[config.mk]
export PLATFORM = sky130hd
export DESIGN_NAME = pq_trial_div_filter
export DESIGN_NICKNAME = d
export VERILOG_FILES = /design/src/rtl/pq_trial_div_filter.sv
export SDC_FILE = /design/constraint.sdc
export NUM_CORES = 1
export LEC_CHECK = 0
export CAP_MARGIN = 25
export CORE_MARGIN = 2
export CORE_UTILIZATION = 50
export CTS_CLUSTER_DIAMETER = 30
export DETAILED_ROUTE_END_ITERATION = 10
export PLACE_DENSITY_LB_ADDON = 0.15
export RECOVER_POWER = 25
export SYNTH_ARGS = -nofsm -noshare
export SYNTH_HDL_FRONTEND = slang
export SYNTH_SLANG_ARGS = --single-unit
[constraint.sdc]
create_clock -name aclk -period 3.46 [get_ports aclk]
set_clock_uncertainty 0.1 [all_clocks]
set_input_delay 0.692 -clock aclk [delete_from_list [all_inputs] [get_ports aclk]]
set_output_delay 0.692 -clock aclk [all_outputs]
set_load 0.05 [all_outputs]
[src/rtl/pq_trial_div_filter.sv]
// Trial-division filter between the p/q candidate FIFO and the primality-test FIFO.
// Pops one candidate and shifts it MSB first through per-prime remainder
// accumulators for the small odd primes {3,5,7,11,13,17,19,23}. It drops the
// candidate if it is even or has a zero remainder, and otherwise pushes it downstream.
// Ports:
//   aclk, areset                  clock, synchronous active-high reset
//   pq_fifo_dout/_empty/_rd_en    upstream FIFO read side (data valid the cycle after rd_en)
//   cand_fifo_din/_wr_en/_full    downstream FIFO write side
//   cnt_pass, cnt_reject          wrapping 32-bit outcome counters
//   busy                          high whenever the FSM is outside IDLE
module pq_trial_div_filter #(
  parameter int unsigned NUM_BITS   = 128,
  parameter int unsigned NUM_PRIMES = 8
) (
  input  logic                aclk,
  input  logic                areset,
  input  logic [NUM_BITS-1:0] pq_fifo_dout,
  input  logic                pq_fifo_empty,
  output logic                pq_fifo_rd_en,
  output logic [NUM_BITS-1:0] cand_fifo_din,
  output logic                cand_fifo_wr_en,
  input  logic                cand_fifo_full,
  output logic [31:0]         cnt_pass,
  output logic [31:0]         cnt_reject,
  output logic                busy
);

  localparam int unsigned CNT_W = (NUM_BITS > 1) ? $clog2(NUM_BITS) : 1;
  localparam int unsigned REM_W = 5;

  typedef enum logic [2:0] {IDLE, RD, LATCH, SCAN, DECIDE, WRITE} state_t;

  state_t                              state_q;
  logic [NUM_BITS-1:0]                 shift_q;
  logic [NUM_BITS-1:0]                 held_q;
  logic [CNT_W-1:0]                    bit_cnt_q;
  logic [NUM_PRIMES-1:0][REM_W-1:0]    rem_q;
  logic [NUM_PRIMES-1:0][REM_W-1:0]    rem_d;
  logic [NUM_PRIMES-1:0][REM_W:0]      t_c;
  logic [NUM_PRIMES-1:0]               rem_zero_c;
  logic                                rd_en_q;
  logic                                wr_en_q;
  logic                                busy_q;
  logic [NUM_BITS-1:0]                 din_q;
  logic [31:0]                         pass_q;
  logic [31:0]                         rej_q;

  // Table of small odd primes; index i selects the i-th entry.
  function automatic logic [REM_W-1:0] prime_at(input int unsigned idx);
    case (idx)
      0:       return REM_W'(3);
      1:       return REM_W'(5);
      2:       return REM_W'(7);
      3:       return REM_W'(11);
      4:       return REM_W'(13);
      5:       return REM_W'(17);
      6:       return REM_W'(19);
      default: return REM_W'(23);
    endcase
  endfunction

  // One remainder step per prime: r' = (2r+b) mod p. Because r < p, 2r+b < 2p,
  // so a single conditional subtraction is enough.
  always_comb begin
    rem_d      = rem_q;
    t_c        = '0;
    rem_zero_c = '0;
    for (int unsigned i = 0; i < NUM_PRIMES; i++) begin
      t_c[i]        = {rem_q[i], shift_q[NUM_BITS-1]};
      rem_d[i]      = (t_c[i] >= {1'b0, prime_at(i)})
                      ? REM_W'(t_c[i] - {1'b0, prime_at(i)})
                      : t_c[i][REM_W-1:0];
      rem_zero_c[i] = (rem_q[i] == '0);
    end
  end

  // Control FSM with the datapath registers and registered outputs.
  always_ff @(posedge aclk) begin
    if (areset) begin
      state_q   <= IDLE;
      shift_q   <= '0;
      held_q    <= '0;
      bit_cnt_q <= '0;
      rem_q     <= '0;
      rd_en_q   <= 1'b0;
      wr_en_q   <= 1'b0;
      busy_q    <= 1'b0;
      din_q     <= '0;
      pass_q    <= '0;
      rej_q     <= '0;
    end else begin
      rd_en_q <= 1'b0;
      wr_en_q <= 1'b0;
      case (state_q)
        IDLE: begin
          if (!pq_fifo_empty) begin
            state_q <= RD;
            rd_en_q <= 1'b1;
            busy_q  <= 1'b1;
          end
        end
        RD: state_q <= LATCH;
        LATCH: begin
          shift_q   <= pq_fifo_dout;
          held_q    <= pq_fifo_dout;
          rem_q     <= '0;
          bit_cnt_q <= CNT_W'(NUM_BITS - 1);
          state_q   <= SCAN;
        end
        SCAN: begin
          rem_q   <= rem_d;
          shift_q <= shift_q << 1;
          if (bit_cnt_q == '0) begin
            state_q <= DECIDE;
          end else begin
            bit_cnt_q <= bit_cnt_q - CNT_W'(1);
          end
        end
        DECIDE: begin
          // Even candidates and multiples of any active table prime are dropped.
          if (!held_q[0] || (|rem_zero_c)) begin
            rej_q   <= rej_q + 32'd1;
            state_q <= IDLE;
            busy_q  <= 1'b0;
          end else begin
            state_q <= WRITE;
          end
        end
        WRITE: begin
          if (!cand_fifo_full) begin
            din_q   <= held_q;
            wr_en_q <= 1'b1;
            pass_q  <= pass_q + 32'd1;
            state_q <= IDLE;
            busy_q  <= 1'b0;
          end
        end
        default: begin
          state_q <= IDLE;
          busy_q  <= 1'b0;
        end
      endcase
    end
  end

  assign pq_fifo_rd_en   = rd_en_q;
  assign cand_fifo_din   = din_q;
  assign cand_fifo_wr_en = wr_en_q;
  assign cnt_pass        = pass_q;
  assign cnt_reject      = rej_q;
  assign busy            = busy_q;

endmodule
==> results of run 1 <==
sequential cells by signal, indices dropped and copies added (netlist names):
| register | count |
|---|---|
| shift_q | 128 |
| bit_cnt_q | 7 |
| pq_fifo_rd_en | 1 |
| held_q | 128 |
| state_q | 3 |
| cnt_reject | 32 |
| busy | 1 |
| cnt_pass | 32 |
| cand_fifo_wr_en | 1 |
| rem_q | 40 |
| cand_fifo_din | 128 |
kinds of logic (layout without fill, tap and decap cells):
family                     Yosys count  count (layout)  share of synthesized area
xor gates and xnor gates            52              52                    0.02208
AOI/OAI and AO/OA                  526             526                     0.1545
muxes                              166             166                    0.08546
and+or+nand+nor                    984             984                     0.2025
DFF                                501             501                     0.4862
adders and majority gates           15              15                   0.009098
other                                0               9                          0
buffers and inverters              205             568                    0.04015
per-stage QoR:
step	setup slack (ps)	hold slack [ps]	total power, µW	area, µm²	utilization
detailed placement	505.2	343.6	7745	24180	0.5935
finish	530.9	348.3	17910	27870	0.6840
floorplan	976.7	331.6	7295	20630	-
global route	347.8	363.5	18530	27860	0.6838
CTS	527.9	348.2	18060	27860	0.6839
global placement	560.6	334.9	7691	24180	0.5935
metal layers:
| metal | track usage | part of all wire |
|---|---|---|
| met5 | 0 | 0.0011 |
| met4 | 0.09631 | 0.023 |
| met3 | 0.06549 | 0.067 |
| met2 | 0.4048 | 0.48 |
| met1 | 0.3072 | 0.43 |
worst min-delay path: cells and delay by family, from the launching register on:
kind | cells | cell delay (ps)
flops | 1 | 300
compound gates | 1 | 50
simple gates | 1 | 50
synth_stat cells, types with 16 or more instances:
library cell	instances	share of area
clkbuf_1	152	0.028
a21oi_2	16	0.0068
o21ai_0	23	0.0056
nor2_1	242	0.044
nand2_1	559	0.10
nand3_1	33	0.0080
inv_1	16	0.0029
a22oi_1	20	0.0073
xnor2_1	40	0.017
mux2i_1	130	0.063
a21oi_1	306	0.074
dfxtp_1	501	0.49
nor2b_1	35	0.011
buf_2	23	0.0056
nor3_1	22	0.0053
a211oi_1	131	0.048
nand4_1	24	0.0073
worst paths after layout:
| kind | start | endpoint | slack [ps] |
|---|---|---|---|
| hold / removal | held_q[79] | cand_fifo_din[79] | 350 |
| setup reg to reg | state_q[2] | cnt_pass[7] | 590 |
| setup / recovery | cnt_reject[17] | cnt_reject[17] | 530 |
| hold reg to reg | held_q[79] | cand_fifo_din[79] | 350 |
cell type report:
class                   count  share of cell area
diodes                      9           0.0008082
clock buffers             127              0.1016
clock inverters            69             0.03067
inverters                  16            0.002155
multi-input cells        1743              0.3516
flip-flops and latches    501              0.3601
well taps                 532             0.02389
repair buffers            356              0.1292
power groups by stage:
stage	Combinational (µW)	Clock (µW)	Sequential, µW
after floorplan	986	0	6310
after global placement	1350	0	6340
after detailed placement	1400	0	6350
after CTS	1410	10400	6240
after global routing	1560	10700	6270
final	1410	10300	6240
==> summary.md, run 1 <==
| Metric | Value |
|---|---|
| Run status | finished, violations left |
| Violated checks | capacitance limit, slew limit |
| Remaining Overflow, GRT | 0 |
| Switching Power | ~4200 µW |
| CP Cell Sequence | clkdlybuf4s50_1 |
| WHS Path Cells | 2 |
| I/O pin count | 327 |
| Gp weighted congestion | 0.8818 |
| CP Data Required Time | about 2700 ps |
| Most frequent cells in the layout | 559 x nand2_1, 500 x dfxtp_1, 325 x clkdlybuf4s50_1 |
| DRT Pass-1 Iters | 5 |
| Clk slew on worst S/H paths | about 50 ps |
| Clk sinks | 501 |
| Worst hold path class | reg -> reg |
| DPL Wire Length | between 30000 and 40000 µm |
| Per-cell routed wire length | between 15 and 20 µm |
| Pwr/cell area | 642.6 nW/µm² |
| CTS buffer count | ~110 |
| CTS Buffer Depth | 3 |
| Clk_lat worst skew | between 600 and 700 ps |
| CP delay by family, top | buffers and inverters |
| Root Driver | clkbuf_16 |
| Post-CTS Setup Bufs | 0 |
| Die area | roughly 43000 µm² |
| Layout area overhead | 35.08% |
| CP Max Fanout | 16 |
| Area occupied by multi-input gates | a little under 10000 µm² |
| Layout Nets | 2870 |
| Dpl cells | approximately 3100 |
| Final min period | 2929 ps |
| Die height | about 210 µm |
| Hold Violations, Final | 0 |
| Mean post-synth cell area | 8.423 µm² |
| Routed vias/inst | between 5 and 6 |
| Post-synth cell types | 57 |
| Syn Nets | 2596 |
| Crit path arrival time | approximately 2100 ps |
| Rows | 74 |
| Core Area | about 41000 µm² |
| Int Power | between 10000 and 15000 µW |
| WP buf/inv | 1 |
| Synth Cell Area | a little over 20000 µm² |
| Commonest non-fill, non-tap cell in the layout | nand2_1 |
| Max-cap violations | 1 |
| Seq/Total Area, Yosys | 0.4862 |
| Slowest CP cell | clkdlybuf4s50_1 |
| H-tree Lvls | 3 |
| Setup_tns | 0 ps |
| Peak supply drop | 0.0005478 V |
| WP depth | 1 |
| Largest net degree at the start of global routing | around 260 |
| Fin. max-slew vios | 131 |
| First-pass GRT wire length | 88500 µm |
| Worst Tran Pin Value | 1673 ps |
| Share of total power in the clock network | 0.573 |
| Dominant synthesized flop cell | dfxtp_1 |
| Post-CTS Resized | 0 |
| Fillers | approximately 3200 |
| Die Span X | a little over 200 µm |
| Fin crit share | 0.8466 |
| Syn. warnings | 0 |
| R2R depth | 7 |
| Crit Path Category | reg -> out |
| Leakage | between 0.009 and 0.01 µW |
| DRC Markers | 0 |
| Tot GR Track Use | 0.2459 |
| Comb pwr share | 0.079 |
| RSZ-0062 raised after global routing | false |
| Yosys reg bits | approximately 500 |
| Initial core utilization | 0.5064 |
| Iteration-0 DRC Markers | roughly 1100 |
| Slew HR | -0.1153 |
| # setup viols final | 0 |
| Sw frac | 0.2356 |
| Critical Path Source Type | register |
| Total number of vias | roughly 18000 |
| Sequential Power Share | 0.349 |
| Syn Inst Count | between 2000 and 2500 |
| Total Wirelength | about 54000 µm |
| Initial antenna violation count | 12 |
| IO Port Bufs | around 330 |
| Max Clk Rate | around 340 MHz |
| Worst path max stage delay | approximately 910 ps |
| Post-synth EDFFs | 0 |
| Async set-reset flop share out of synthesis | 0 |
| Cell Count, Final, Fillers Out | ~3400 |
| Layout cells sized above 1 | 0.09459 |
| Reg area | 10030 µm² |
| Crit. End Element | output pin |
| TritonCTS clock tree | built |
| Routed Antenna Nets | 0 |
| Vias in the first global route | between 15000 and 20000 |
| Hold buffer count at CTS | 0 |
No activity file was read; power rests on OpenSTA's default activity.
==> run 2: changes to the inputs <==
- clock period: 3.46 -> 3 ns (I/O delays scaled with it)
==> summary.md, run 2 (synthesis results as in run 1) <==
| Metric | Value |
|---|---|
| Run status | finished, final reports clean |
| R2R Path End | cnt_pass[31] |
| Per-cell routed wire length | about 16 µm |
| Post-CTS Setup Bufs | 0 |
| RR Startpoint | state_q[2] |
| Leakage | 0.009816 µW |
| Clk_lat worst skew | ~640 ps |
| End point of the critical path | cnt_reject[17] |
| Die area | 42900 µm² |
| First-pass GRT wire length | 90170 µm |
| # setup viols final | 0 |
| Total Wirelength | around 55000 µm |
| Post-CTS Resized | 0 |
| Crit. End Element | output pin |
| Die Span X | 207.1 µm |
| Slew HR | 0.2432 |
| Layout area overhead | 36.79% |
| Total number of vias | 18290 |
| Max Clk Rate | approximately 350 MHz |
| H-tree Lvls | 3 |
| Peak supply drop | ~0.00058 V |
| Dpl cells | ~3200 |
| CP Data Required Time | between 2000 and 2500 ps |
| Iteration-0 DRC Markers | 1050 |
| Worst path max stage delay | slightly above 900 ps |
| Root Driver | clkbuf_16 |
| Commonest non-fill, non-tap cell in the layout | nand2_1 |
| Gp weighted congestion | between 0.8 and 0.9 |
| DRC Markers | 0 |
| Tot GR Track Use | 0.2508 |
| Initial core utilization | 0.5064 |
| Cell Count, Final, Fillers Out | 3373 |
| Hold buffer count at CTS | 0 |
| Largest net degree at the start of global routing | ~150 |
| CTS buffer count | between 100 and 150 |
| Clk sinks | ~500 |
| CP Cell Sequence | clkdlybuf4s50_1 |
| WP buf/inv | 1 |
| Pwr/cell area | roughly 750 nW/µm² |
| Reg2Reg Setup Slack | 200 ps |
| WP depth | 1 |
| Crit path arrival time | 2200 ps |
| Top routing layer in use | met5 |
| Critical Path Source Type | register |
| RSZ-0062 raised after global routing | false |
| R2R depth | 6 |
| Layout Nets | roughly 2900 |
| Hold Crit Start | areset |
| Worst Tran Pin Value | between 1000 and 1500 ps |
| Fin crit share | 0.9657 |
| Setup_tns | 0 ps |
| WHS Path Cells | 2 |
| Wire length on met3 | roughly 3800 µm |
| Crit Path Category | reg -> out |
| Remaining Overflow, GRT | 0 |
| DPL Wire Length | about 34000 µm |
| CP delay by family, top | buffers and inverters |
| Max-cap violations | 0 |
| I/O pin count | between 300 and 400 |
| DRT met1 WL | 23590 µm |
| Vias in the first global route | between 15000 and 20000 |
| Fin. max-slew vios | 0 |
| Utilization after layout | 0.6927 |
| Initial antenna violation count | 15 |
| Routed Antenna Nets | 0 |
| Slowest CP cell | clkdlybuf4s50_1 |
| Die height | between 200 and 250 µm |
| Pre-CTS setup slack | ~340 ps |
| TritonCTS clock tree | built |
| Worst hold path class | in -> reg |
| Most frequent cells in the layout | 559 x nand2_1, 500 x dfxtp_1, 325 x clkdlybuf4s50_1 |
| Core Area | between 40000 and 50000 µm² |
| Layout cells sized above 1 | 0.1028 |
| CTS Buffer Depth | 3 |
| Clk slew on worst S/H paths | roughly 50 ps |
| IO Port Bufs | ~330 |
| Fillers | 3195 |
| Routed wl met2 | around 26000 µm |
| DRT Pass-1 Iters | 5 |
| Crit. Startpoint | cnt_reject[17] |
| Rows | 74 |
| Final min period | roughly 2900 ps |
| Hold Violations, Final | 0 |
| CP Max Fanout | 16 |
| Fin worst setup slack | 102.8 ps |
| Routed vias/inst | roughly 5.4 |
-- run 2: changes by cell type in the layout (fill, tap and decap cells not counted), moves of 3 or more --
| cell | change |
|---|---|
| a21oi_1 | -3 |
| a21oi_2 | +3 |
| buf_12 | +6 |
| buf_4 | +6 |
| clkbuf_16 | +5 |
| clkinv_4 | +5 |
| clkinv_8 | +3 |
| clkinvlp_4 | +5 |
| inv_6 | -9 |
-- run 2: how the worst min path moves through the flow --
stage                                     to  slack [ps]
after CTS                        held_q[126]         190
final                            held_q[126]         230
after floorplan                   shift_q[0]         330
after global routing             held_q[126]         210
after global placement     cand_fifo_din[63]         340
after detailed placement  cand_fifo_din[120]         340
-- run 2: routing by layer --
metal,vias up,global-route usage
li1,9005,-
met3,104,0.07019
met2,505,0.4097
met1,8667,0.3139
met4,8,0.09828
met5,-,0
-- run 2: metrics by stage --
stage               instance area, µm²  power (µW)  hold WS [ps]
global placement                 24340        8891         335.7
floorplan                        20630        8413         331.6
detailed placement               24340        8955         342.1
finish                           28220       21140         232.5
CTS                              28220       21300         193.6
global route                     28210       21880         212.3
-- run 2: area by class of cell --
| type | count | area (µm²) | share of cell area |
|---|---|---|---|
| multi-input combinational | 1743 | 9817 | 0.3479 |
| tap | 532 | 665.6 | 0.02359 |
| clock inverter | 76 | 960.9 | 0.03405 |
| sequential | 501 | 10030 | 0.3556 |
| antenna | 10 | 25.02 | 0.0008868 |
| timing repair buffer | 367 | 3736 | 0.1324 |
| inverter | 16 | 60.06 | 0.002128 |
| clock buffer | 128 | 2920 | 0.1035 |
-- run 2: report_power, final --
group / leakage [µW] / internal (µW) / total (µW) / switching, µW
Sequential: 0.00406 / 7010 / 7190 / 179
Clock: 0.00184 / 8350 / 12300 / 3950
Combinational: 0.00392 / 703 / 1650 / 950
Total: 0.00982 / 16100 / 21100 / 5080
==> run 3: changes to the inputs <==
- SLEW_MARGIN: unset -> 25
==> results of run 3 <==
Same layout as run 2: the final DEF is identical, and so are final timing and power.
==> RTL change: new RTL, flow settings as in run 1 <==
`NUM_BITS`: 128 -> 64.
--- a/src/rtl/pq_trial_div_filter.sv
+++ b/src/rtl/pq_trial_div_filter.sv
@@ -9,7 +9,7 @@
 //   cnt_pass, cnt_reject          wrapping 32-bit outcome counters
 //   busy                          high whenever the FSM is outside IDLE
 module pq_trial_div_filter #(
-  parameter int unsigned NUM_BITS   = 128,
+  parameter int unsigned NUM_BITS   = 64,
   parameter int unsigned NUM_PRIMES = 8
 ) (
   input  logic                aclk,
Interface: changed (resized cand_fifo_din and pq_fifo_dout); port bits go from 327 to 199. No check against the original RTL was run, so the function may have changed too.
==> RTL change against run 1 <==
- routed wire length is 41% lower
- critical endpoint is now shift_q[55]
- the flow still finishes with violations (max-capacitance violations, max-slew violations)
- total power is 36% lower
- largest power group unchanged
- worst hold slack worse by 0.0044 ns
- die area is 36% lower
- highest routed layer unchanged
- worst setup slack better by 0.022 ns
- cell area is 36% lower
- synthesized cell count is 37% lower
- synthesized area is 37% lower
- sequential cell count is 193 lower
==> RTL change: results (changes against run 1) <==
fillers: 2089  # -35%
numCtsBuffers: 68  # -35%
place_inst: 1987  # -37%
vdd_drop_max_mv: 0.448  # -18%
crit_path_end: "shift_q[55]"
grt_pass1_wl_um: 53400  # -40%
ys_seq_area_share_pct: 47.1  # -1.5 points
stdcell_count: 2114  # -37%
slowest_delay_ns: 1.75  # +0.84 ns
wl_per_cell_um: 15.1  # -6.6%
synth.area.top_cells: "dfxtp_1, nand2_1, a21oi_1"
violations: "max-capacitance violations, max-slew violations"
maxCapViolations: 1  # unchanged
port_buffers: 198  # -39%
worstReg2RegEnd: "cnt_reject[31]"
crit_path_top_delay_cell: "clkbuf_2"
nets: 1805  # -37%
cp_data_arrival_time_ns: 3.21  # +1.07 ns
startpoint: "areset"
drive_gt1_share_pct: 9.57  # +0.11 points
antenna_found_initial: 4  # -8
dp_slack_ns: 0.429  # -0.0766 ns
vias_per_cell: 5.37  # -0.60%
outcome: "finished, violations left"
tightest_slew_ns: 2.51  # +0.839 ns
grt_start_max_net_pins: 120  # -53%
r2r_slack_ns: 0.78  # +0.19 ns
dr.first_iter.drc_count: 611  # -46%
p_leak_nw: 6.19  # -36%
slew_viol_final: 118  # -9.9%
postPlaceCellArea_mm2: 0.0153  # -37%
synth.avg_cell_area_um2: 8.48  # +0.71%
grt_pass1_vias: 11000  # -37%
clkLatencyLatePin_ns: 0.56  # -0.06 ns
r2r_cells: 6  # -1
syn-num-nets: 1627  # -37%
finalCriticalPeriod_ns: 2.91  # -0.0221 ns
dp_hpwl_um: 19300  # -42%
gp_congestion: 0.813  # -7.8%
synthDistinctLibCells: 54  # -5.3%
RTL change: cell types whose count changed in the layout (fill, tap and decap cells not counted), moves of 60 or more:
cell             before  now
nand2_1             559  299
dfxtp_1             500  307
a21oi_1             309  171
clkdlybuf4s50_1     325  197
nor2_1              241  180
a211oi_1            131   71
mux2i_1             130   70
RTL change: report_power, final:
part           switching [mW]  internal [mW]
combinational           0.557          0.385
sequential              0.126           3.75
clock                    2.10           4.49
RTL change: metal layers:
layer / GRT usage, % / share of wire (%)
met1: 28.2 / 44
met2: 37.9 / 48
met3: 6.70 / 6.0
met4: 7.26 / 2.0
met5: 0 / 0.085
RTL change: kinds of logic (layout without fill, tap and decap cells):
family	count (synthesis)	count (layout)	synth area share, %
AND/OR/NAND/NOR	620	620	20.5
AO/OA/AOI/OAI	322	322	16.3
flip-flops	308	308	47.1
buffers and inverters	129	362	3.96
XOR/XNOR	78	78	5.22
multiplexers	72	72	5.52
adder cells (fa/ha/maj)	15	15	1.43
other	0	2	0
RTL change: worst reg2reg max path, cell delays in order (launching register included):
cell	delay, ns
dfxtp_1	0.57
nor2b_1	0.41
nand2b_1	0.35
buf_4	0.34
a2111oi_2	0.49
xnor2_1	0.17
nor2_1	0.05
RTL change: worst min path at each step:
stage               startpoint                 to  slack [ns]  cells past startpoint
detailed placement  held_q[18]  cand_fifo_din[18]        0.35                      2
CTS                 held_q[41]  cand_fifo_din[41]        0.35                      2
global route        held_q[10]         held_q[10]        0.36                      2
global placement    held_q[32]  cand_fifo_din[32]        0.34                      2
floorplan           shift_q[0]         shift_q[0]        0.33                      2
finish              held_q[41]  cand_fifo_din[41]        0.34                      2
RTL change: area by class of cell:
type,count,share of cell area (%)
Inverter,18,0.381
Multi-Input combinational cell,1107,36.4
Antenna cell,2,0.0282
Timing Repair Buffer,219,12.3
Clock inverter,32,2.76
Tap cell,335,2.37
Sequential cell,308,34.8
Clock buffer,93,10.9
